<file path="src/rtl/cell_refcnt_free.sv">
// rtl/cell_refcnt_free.sv - per-cell reader refcount tracker with in-order free-request queue
// A cell goes back to the allocator only after its last reader has released it.
module cell_refcnt_free #(
  parameter int LEN_WIDTH     = 16,
  parameter int CELL_NUM      = 64,
  parameter int CELL_ID_WIDTH = $clog2(CELL_NUM),
  parameter int REF_WIDTH     = 4,
  parameter int PEND_DEPTH    = 8
) (
  input  logic                         clk,
  input  logic                         rst_n,
  input  logic                         alloc_valid,
  input  logic [CELL_ID_WIDTH-1:0]     alloc_cell_id,
  input  logic [REF_WIDTH-1:0]         alloc_ref_cnt,
  input  logic [LEN_WIDTH-1:0]         alloc_mem_size,
  input  logic                         rel_valid,
  input  logic [CELL_ID_WIDTH-1:0]     rel_cell_id,
  output logic                         rel_ready,
  output logic                         free_mem_req,
  input  logic                         free_mem_ready,
  output logic [LEN_WIDTH-1:0]         free_mem_size,
  output logic [CELL_ID_WIDTH-1:0]     free_cell_id,
  output logic [CELL_ID_WIDTH:0]       live_cells,
  output logic [$clog2(PEND_DEPTH):0]  pend_count,
  output logic                         err_underflow,
  output logic                         err_collision
);

  localparam int PW = $clog2(PEND_DEPTH);
  localparam logic [REF_WIDTH-1:0]     REF_ONE   = {{(REF_WIDTH-1){1'b0}}, 1'b1};
  localparam logic [PW-1:0]            PTR_ONE   = {{(PW-1){1'b0}}, 1'b1};
  localparam logic [PW:0]              PEND_ONE  = {{PW{1'b0}}, 1'b1};
  localparam logic [PW:0]              PEND_FULL = {1'b1, {PW{1'b0}}};
  localparam logic [CELL_ID_WIDTH:0]   LIVE_ONE  = {{CELL_ID_WIDTH{1'b0}}, 1'b1};

  logic [REF_WIDTH-1:0]     r_ref_cnt   [CELL_NUM];
  logic [LEN_WIDTH-1:0]     r_size      [CELL_NUM];
  logic [LEN_WIDTH-1:0]     r_fifo_size [PEND_DEPTH];
  logic [CELL_ID_WIDTH-1:0] r_fifo_id   [PEND_DEPTH];
  logic [PW-1:0]            r_wr_ptr;
  logic [PW-1:0]            r_rd_ptr;
  logic [PW:0]              r_pend_count;
  logic [CELL_ID_WIDTH:0]   r_live_cells;
  logic                     r_err_underflow;
  logic                     r_err_collision;

  logic                     w_rel_fire;
  logic                     w_same_id;
  logic                     w_rel_eff;
  logic [REF_WIDTH-1:0]     w_rel_old;
  logic [REF_WIDTH-1:0]     w_alloc_old;
  logic [REF_WIDTH-1:0]     w_alloc_ref;
  logic                     w_push;
  logic                     w_pop;
  logic                     w_live_inc;
  logic                     w_underflow;
  logic                     w_collision;

  assign rel_ready    = (r_pend_count < PEND_FULL);
  assign free_mem_req = (r_pend_count != '0);

  // Head fields read as zero while the queue is empty so reset values are clean.
  assign free_mem_size = free_mem_req ? r_fifo_size[r_rd_ptr] : '0;
  assign free_cell_id  = free_mem_req ? r_fifo_id[r_rd_ptr]   : '0;

  assign live_cells    = r_live_cells;
  assign pend_count    = r_pend_count;
  assign err_underflow = r_err_underflow;
  assign err_collision = r_err_collision;

  assign w_rel_fire  = rel_valid && rel_ready;
  assign w_rel_old   = r_ref_cnt[rel_cell_id];
  assign w_alloc_old = r_ref_cnt[alloc_cell_id];
  assign w_alloc_ref = (alloc_ref_cnt == '0) ? REF_ONE : alloc_ref_cnt;

  // A release colliding with an alloc of the same cell is swallowed; the alloc wins.
  assign w_same_id   = alloc_valid && w_rel_fire && (alloc_cell_id == rel_cell_id);
  assign w_rel_eff   = w_rel_fire && !w_same_id;

  assign w_push      = w_rel_eff && (w_rel_old == REF_ONE);
  assign w_pop       = free_mem_req && free_mem_ready;
  assign w_live_inc  = alloc_valid && (w_alloc_old == '0);
  assign w_underflow = w_rel_eff && (w_rel_old == '0);
  assign w_collision = alloc_valid && ((w_alloc_old != '0) || w_same_id);

  always_ff @(posedge clk or negedge rst_n) begin
    if (!rst_n) begin
      for (int i = 0; i < CELL_NUM; i++) begin
        r_ref_cnt[i] <= '0;
      end
      r_wr_ptr        <= '0;
      r_rd_ptr        <= '0;
      r_pend_count    <= '0;
      r_live_cells    <= '0;
      r_err_underflow <= 1'b0;
      r_err_collision <= 1'b0;
    end else begin
      if (w_rel_eff && (w_rel_old != '0)) begin
        r_ref_cnt[rel_cell_id] <= w_rel_old - REF_ONE;
      end
      if (alloc_valid) begin
        r_ref_cnt[alloc_cell_id] <= w_alloc_ref;
      end

      if (w_push) begin
        r_wr_ptr <= r_wr_ptr + PTR_ONE;
      end
      if (w_pop) begin
        r_rd_ptr <= r_rd_ptr + PTR_ONE;
      end

      case ({w_push, w_pop})
        2'b10:   r_pend_count <= r_pend_count + PEND_ONE;
        2'b01:   r_pend_count <= r_pend_count - PEND_ONE;
        default: r_pend_count <= r_pend_count;
      endcase

      case ({w_live_inc, w_push})
        2'b10:   r_live_cells <= r_live_cells + LIVE_ONE;
        2'b01:   r_live_cells <= r_live_cells - LIVE_ONE;
        default: r_live_cells <= r_live_cells;
      endcase

      r_err_underflow <= w_underflow;
      r_err_collision <= w_collision;
    end
  end

  // Payload storage needs no reset: every read is qualified by a count or the queue occupancy.
  always_ff @(posedge clk) begin
    if (alloc_valid) begin
      r_size[alloc_cell_id] <= alloc_mem_size;
    end
    if (w_push) begin
      r_fifo_size[r_wr_ptr] <= r_size[rel_cell_id];
      r_fifo_id[r_wr_ptr]   <= rel_cell_id;
    end
  end

endmodule

</file>
<file path="config.mk">
export PLATFORM = sky130hd
export DESIGN_NAME = cell_refcnt_free
export DESIGN_NICKNAME = d
export VERILOG_FILES = /design/src/rtl/cell_refcnt_free.sv
export SDC_FILE = /design/constraint.sdc
export NUM_CORES = 2
export LEC_CHECK = 0
export CORE_MARGIN = 2
export CORE_UTILIZATION = 25
export CTS_BUF_LIST = sky130_fd_sc_hd__clkbuf_4 sky130_fd_sc_hd__clkbuf_8 sky130_fd_sc_hd__clkbuf_16
export CTS_CLUSTER_DIAMETER = 40
export CTS_CLUSTER_SIZE = 28
export DETAILED_ROUTE_END_ITERATION = 12
export PLACE_DENSITY_LB_ADDON = 0.25
export SYNTH_ARGS = -nofsm -noshare
export SYNTH_HDL_FRONTEND = slang
export SYNTH_SLANG_ARGS = --single-unit
export TNS_END_PERCENT = 1
</file>
<file path="constraint.sdc">
create_clock -name clk -period 11.75 [get_ports clk]
set_input_delay 1.7625 -clock clk [delete_from_list [all_inputs] [get_ports clk]]
set_output_delay 1.7625 -clock clk [all_outputs]
set_load 0.005 [all_outputs]
</file>
### After elaboration in Yosys (flattened, before gate mapping)

Memory sizes are Yosys's and may differ from the RTL's.
Cells that the tools add are included.

| word-level totals | value |
|---|---|
| flip-flop bits (word level) | 275 |
| latch bits | 0 |
| bits in writable memories | 1200 |
| ROM bits | 0 |
| bits of input ports | 37 |
| output and inout port bits | 37 |
| word-level logic and storage cells | 138 |
| memories | 3 |

| operators by class | value |
|---|---|
| $add $sub $neg | 7 |
| $mul | 0 |
| divide/modulo/power cells | 0 |
| $lt $le $gt $ge | 5 |
| equality and inequality tests | 6 |
| shift operators | 0 |
| multiplexer cells | 23 |
| bitwise operators | 2 |
| reduce and logical (&&, ||, !) cells | 22 |

Memories:

| memory | depth | width | rd ports | clocked after memory_dff | write ports | line | source |
|---|---|---|---|---|---|---|---|
| r_size | 64 | 16 | 1 | 0 | 1 | 37 | `logic [LEN_WIDTH-1:0] r_size [CELL_NUM];` |
| r_fifo_size | 8 | 16 | 1 | 0 | 1 | 38 | `logic [LEN_WIDTH-1:0] r_fifo_size [PEND_DEPTH];` |
| r_fifo_id | 8 | 6 | 1 | 0 | 1 | 39 | `logic [CELL_ID_WIDTH-1:0] r_fifo_id [PEND_DEPTH];` |

Operators by type and width:

| cell | number |
|---|---|
| bitwise mux 256 bit | 2 |
| two-way mux 256 bit | 2 |
| binary-select mux 4 bit (select 6 bit) | 2 |
| demux 4 bit (select 6 bit) | 2 |
| two-way mux 4 bit | 7 |
| two-way mux 16 bit | 1 |
| greater-or-equal comparator 7 bit, second input constant | 2 |
| < comparator 7 x 1 -> 1 bit, second input constant | 2 |
| inverter 6 -> 7 bit | 2 |
| case mux 7 bit (2 select lines) | 1 |
| logical AND 1 bit | 12 |
| logical NOT 4 bit | 3 |
| nonzero test 4 bit | 3 |
| case mux 4 bit (2 select lines) | 1 |
| subtractor 4 x 1 -> 4 bit, second input constant | 2 |
| adder 7 x 1 -> 7 bit, second input constant | 1 |
| subtractor 7 x 1 -> 7 bit, second input constant | 1 |
| adder 3 x 1 -> 3 bit, second input constant | 2 |
| == test 6 bit | 1 |
| two-way mux 6 bit | 1 |
| adder 4 x 1 -> 4 bit, second input constant | 1 |
| == test 2 x 1 -> 1 bit, second input constant | 2 |
| == test 2 bit, second input constant | 2 |
| == test 4 x 1 -> 1 bit, second input constant | 1 |
| other kinds (5) | 9 |

### Logic depth before layout (Yosys ltp)

| logic depth | value |
|---|---|
| word-level depth | 10 |
| depth in mapped cells | 24 |
| gate-level depth less buffers | 20 |

### Worst setup path before layout

Ideal clock, no wire load.

| path | value |
|---|---|
| kind | input port to flip-flop |
| start | in rel_cell_id[0] |
| end | mem r_fifo_id[4][0] (netlist bit), enable pin |
| library setup time | 0.433 ns |
| arrival | 5.689 ns |
| required time | 11.317 ns |
| path slack | 5.627 ns |
| stages | 12 |
| path buffers | 2 |
| cells stage by stage | buf_4 > buf_4 > mux4_2 > a22o_1 > or3_1 > nand2b_1 > inv_1 > ha_1 > nand2_1 > inv_1 > nand2b_1 > nor3b_1 |

| between the ends | value |
|---|---|
| cells in the longest elaborated chain, start to end | 8 |
| elaborated cells on any way between the ends | 12 |
| classes of those cells | 2 x eq/ne; 5 x mux; 1 x bitwise; 4 x reduce/logical |

Ends and longest elaborated chain:

| element | line | source |
|---|---|---|
| start, declared | 17 | `input logic [CELL_ID_WIDTH-1:0] rel_cell_id,` |
| inverter 6 -> 7 bit (not written as such) | 72 | `assign w_rel_old = r_ref_cnt[rel_cell_id];` |
| binary-select mux 4 bit (select 6 bit) | 72 |  |
| two-way mux 4 bit (not written as such) (2 in a row) | 72 |  |
| == test 4 x 1 -> 1 bit | 80 | `assign w_push = w_rel_eff && (w_rel_old == REF_ONE);` |
| logical AND 1 bit * | 80 |  |
| via w_push | 53 | `logic w_push;` |
| two-way mux 1 bit * | 134 | `if (w_push) begin` |
| two-way mux 1 bit (not written as such) * | 136 | `r_fifo_id[r_wr_ptr] <= rel_cell_id;` |
| end, declared | 39 |  |

The timed path passes the listed nets; every way through them passes the cells marked *. The select of a mux whose other input is x is not followed.

### Final worst setup path

| path | value |
|---|---|
| start | in rel_cell_id[0] |
| end | reg r_live_cells[6] (netlist: live_cells[6]) |

| between the ends | value |
|---|---|
| cells in the longest elaborated chain, start to end | 8 |
| elaborated cells on any way between the ends | 14 |
| classes of those cells | 4 x eq/ne; 4 x mux; 1 x bitwise; 5 x reduce/logical |

Ends and longest elaborated chain:

| element | line | source |
|---|---|---|
| inverter 6 -> 7 bit (not written as such) | 72 |  |
| binary-select mux 4 bit (select 6 bit) | 72 |  |
| two-way mux 4 bit (not written as such) (2 in a row) | 72 |  |
| == test 4 x 1 -> 1 bit | 80 |  |
| logical AND 1 bit * | 80 |  |
| via w_push | 53 |  |
| == test 2 x 1 -> 1 bit / == test 2 bit (equally long branches) | 118 | `case ({w_live_inc, w_push})` |
| case mux 7 bit (2 select lines) / nonzero test 2 bit (equally long branches) | n/a |  |
| end signal, assigned | 119 | `2'b10: r_live_cells <= r_live_cells + LIVE_ONE;` |
| end signal, assigned | 120 | `2'b01: r_live_cells <= r_live_cells - LIVE_ONE;` |
| end signal, assigned | 121 | `default: r_live_cells <= r_live_cells;` |
| end, declared | 43 | `logic [CELL_ID_WIDTH:0] r_live_cells;` |

Marked as above.
A chain may end at the register's enable or synchronous reset.

==> results.cfg <==
[run_status]
status = finished, final reports clean

[worst_hold_path]
worstHoldPathType = reg2reg

[die]
core-area_mm2 = 0.2512
ios = 74
rows = 184
die_w_um = 506.5
initial_core_util_pct = 25.13
die_h_um = 506.5
dieArea_mm2 = 0.2565

[timing]
slew_headroom_pct = 12.53
rsz0062_at_grt = no
finClkSkew_ps = 86.15
min_period_ps = 7184
setup_viol = 0
max_freq_mhz = 139.2
tightestPinTransition_ps = 1307
setup_tns_ps = 0
slew_viol_final = 0
hold_viol = 0
finalCritPeriodShare_pct = 61.14

[layout]
final_layout_size_suffix_gt1_share_pct = 20.50
final_util_pct = 30.43
synthToLayoutAreaGrowth_pct = 21.07
final_nets = 4614

[worst_setup_path]
start_kind = input pin
crit_path_end_kind = flop
required_ps = 12420
cp.arrival_ps = 7860
cp_max_fo = 58
path_class = in2reg

[logic_synthesis]
synth-edff-count = 1200
synth.area.top_cells = edfxtp_1 57%, dfrtp_1 11%, mux2i_1 4.9%
synthCells = 4366
avgSynthCellArea_um2 = 14.46
synth_cell_type_count = 75
async_flop_share_pct = 18.64
ys.flop_type = edfxtp_1
seq_area_frac_synth_pct = 67.99
synth_top_area_share_pct = 57.08
synth_area_mm2 = 0.06313
synth_commonest_cells = 1200 x edfxtp_1, 412 x nand2_1, 309 x mux2i_1
yosys_warnings = 0
synth-seq-cells = 1475
synthMostInstantiatedCell = edfxtp_1
synth_top_cell_by_area = edfxtp_1
synth_nets = 4419

[pwr]
max-vdd-ir-drop_mv = 0.1525
power_density_mw_per_mm2 = 202.7
combPwrFrac_pct = 14.2
p_sw_share_pct = 28.26
p_int_mw = 11.12
p_total_mw = 15.49
leakagePower_nw = 26.35
switching_power_mw = 4.378
clock_power_share_pct = 45.1
pwr-share-seq_pct = 40.6

[grt]
grt_max_degree = 111
grt_pass1_wl_um = 331300
grt-ovfl-total = 0
grt_pass1_vias = 41290
antenna_found_initial = 14
grtUsageTotal_pct = 18.02

[placement]
dp_hpwl_um = 143000
placement.io_buffers = 73
gp_congestion = 0.9222

[cts]
post_cts_buffers = 0
clk_pin_slew_ps = 40
cts.sinks = 1475
cts_tree = done
clockBufferDepth = 3
numCtsBuffers = 231
clk_latency_ps = 870
htreeDepth = 4
hold_buffers = 0
ctsResizeCount = 0
cts-root-buf = clkbuf_16

[drt]
first_pass_iters = 5
initialDrtViolationCount = 5183
antenna_left = 0
vias_per_cell = 5.198
wl_per_cell_um = 29.22
drc = 0
wirelength_um = 237300
vias = 42210

[job]
max_cap_viol_count = 0
[flip-flops by register name (all words and copies together) (netlist names)]
register       count
err_collision      1
r_wr_ptr           3
r_size          1024
live_cells         7
r_rd_ptr           3
pend_count         4
r_ref_cnt        256
r_fifo_size      128
err_underflow      1
r_fifo_id         48
[path summary, 6_finish.rpt]
path	start	slack (ps)	endpoint	cells after the start
setup / recovery	rel_cell_id[0]	4570	live_cells[6]	22
hold / removal	live_cells[6]	470	live_cells[6]	1
setup reg to reg	r_ref_cnt[116]	5840	live_cells[6]	20
hold reg to reg	live_cells[6]	470	live_cells[6]	1
max in group asynchronous	rst_n	8560	live_cells[0]	3
min in group asynchronous	rst_n	990	r_ref_cnt[183]	1
[worst max-delay path, cell delays in order]
cell and delay (ps):
buf_8 390, buf_4 740, and4b_1 270, a2111oi_0 390, a31oi_1 230, nor4_1 280, and2_2 970, inv_2 130
ha_1 260, nand2_1 370, inv_1 200, ha_1 340, inv_1 140, fa_1 240, inv_1 60, a21oi_1 130
o21bai_1 110, a21o_1 200, a21oi_1 190, xnor2_1 140, nor2_1 60, xor2_1 150
[area by class of cell]
cell class                      count  area, um^2
Fill cell                       24880      174700
Sequential cell                  1475       42920
Multi-Input combinational cell   2527       18930
Clock buffer                      260        6053
Tap cell                         3348        4189
Clock inverter                    174        2022
Timing Repair Buffer              251        2012
Inverter                           75       281.5
Antenna cell                       10       25.02
[per-stage QoR]
stage               setup WS [ps]  hold slack [ps]  cell area [um^2]  std cells
floorplan                    5627            464.7             63130       4366
global placement             3613            464.6             68330       7676
detailed placement           3761            466.5             68330       7676
CTS                          4601            472.0             76400       8110
global route                 4077            505.2             76400       8111
finish                       4566            469.4             76430       8120
[power by group through the flow]
stage                     combinational, mW  sequential, mW  clock (mW)
after CTS                              2.20            6.28        7.09
after global routing                   2.35            6.32        7.32
after detailed placement               2.20            6.38           0
final                                  2.21            6.29        6.99
after global placement                 2.18            6.38           0
after floorplan                        1.26            6.22           0
[per-layer routing]
metal | global-route usage [%] | vias to the layer above | wire, um
met5 | 0 | - | 0
met4 | 6.679 | 0 | 9174
met3 | 3.187 | 464 | 17690
met2 | 28.91 | 1962 | 110500
met1 | 24.32 | 22110 | 99920
li1 | - | 17670 | -
[layout by cell type, fill, tap and decap left out, types with 25 or more instances in the layout]
| master | Yosys | layout |
|---|---|---|
| a31oi_1 | 32 | 32 |
| clkdlybuf4s50_1 | 0 | 45 |
| nor3_1 | 42 | 35 |
| edfxtp_1 | 1200 | 1200 |
| mux2_2 | 99 | 99 |
| a22o_1 | 46 | 46 |
| and3_1 | 26 | 25 |
| a22oi_1 | 134 | 134 |
| a31o_2 | 60 | 60 |
| inv_1 | 52 | 52 |
| mux4_2 | 116 | 116 |
| a221oi_1 | 106 | 106 |
| dfrtp_1 | 275 | 273 |
| nand2_1 | 412 | 411 |
| a21oi_1 | 146 | 146 |
| o21ai_0 | 276 | 276 |
| o22ai_1 | 44 | 44 |
| mux2i_1 | 309 | 309 |
| clkinv_1 | 21 | 38 |
| clkinvlp_4 | 0 | 30 |
| inv_6 | 0 | 35 |
| nor3_2 | 22 | 28 |
| nor2_1 | 172 | 159 |
| buf_4 | 6 | 178 |
| clkinv_2 | 0 | 30 |
| clkbuf_16 | 0 | 232 |
| nand3_1 | 90 | 90 |
[logic make-up after synthesis]
kind of cell	count (synthesis)	synth area share, %
flip-flops	1475	67.99
AO/OA/AOI/OAI	1037	11.21
AND/OR/NAND/NOR	929	7.026
multiplexers	524	10.80
buffers and inverters	364	2.343
XOR/XNOR	21	0.2914
adder cells (fa/ha/maj)	16	0.3409
Note: power is estimated with default switching activity, not from simulation.
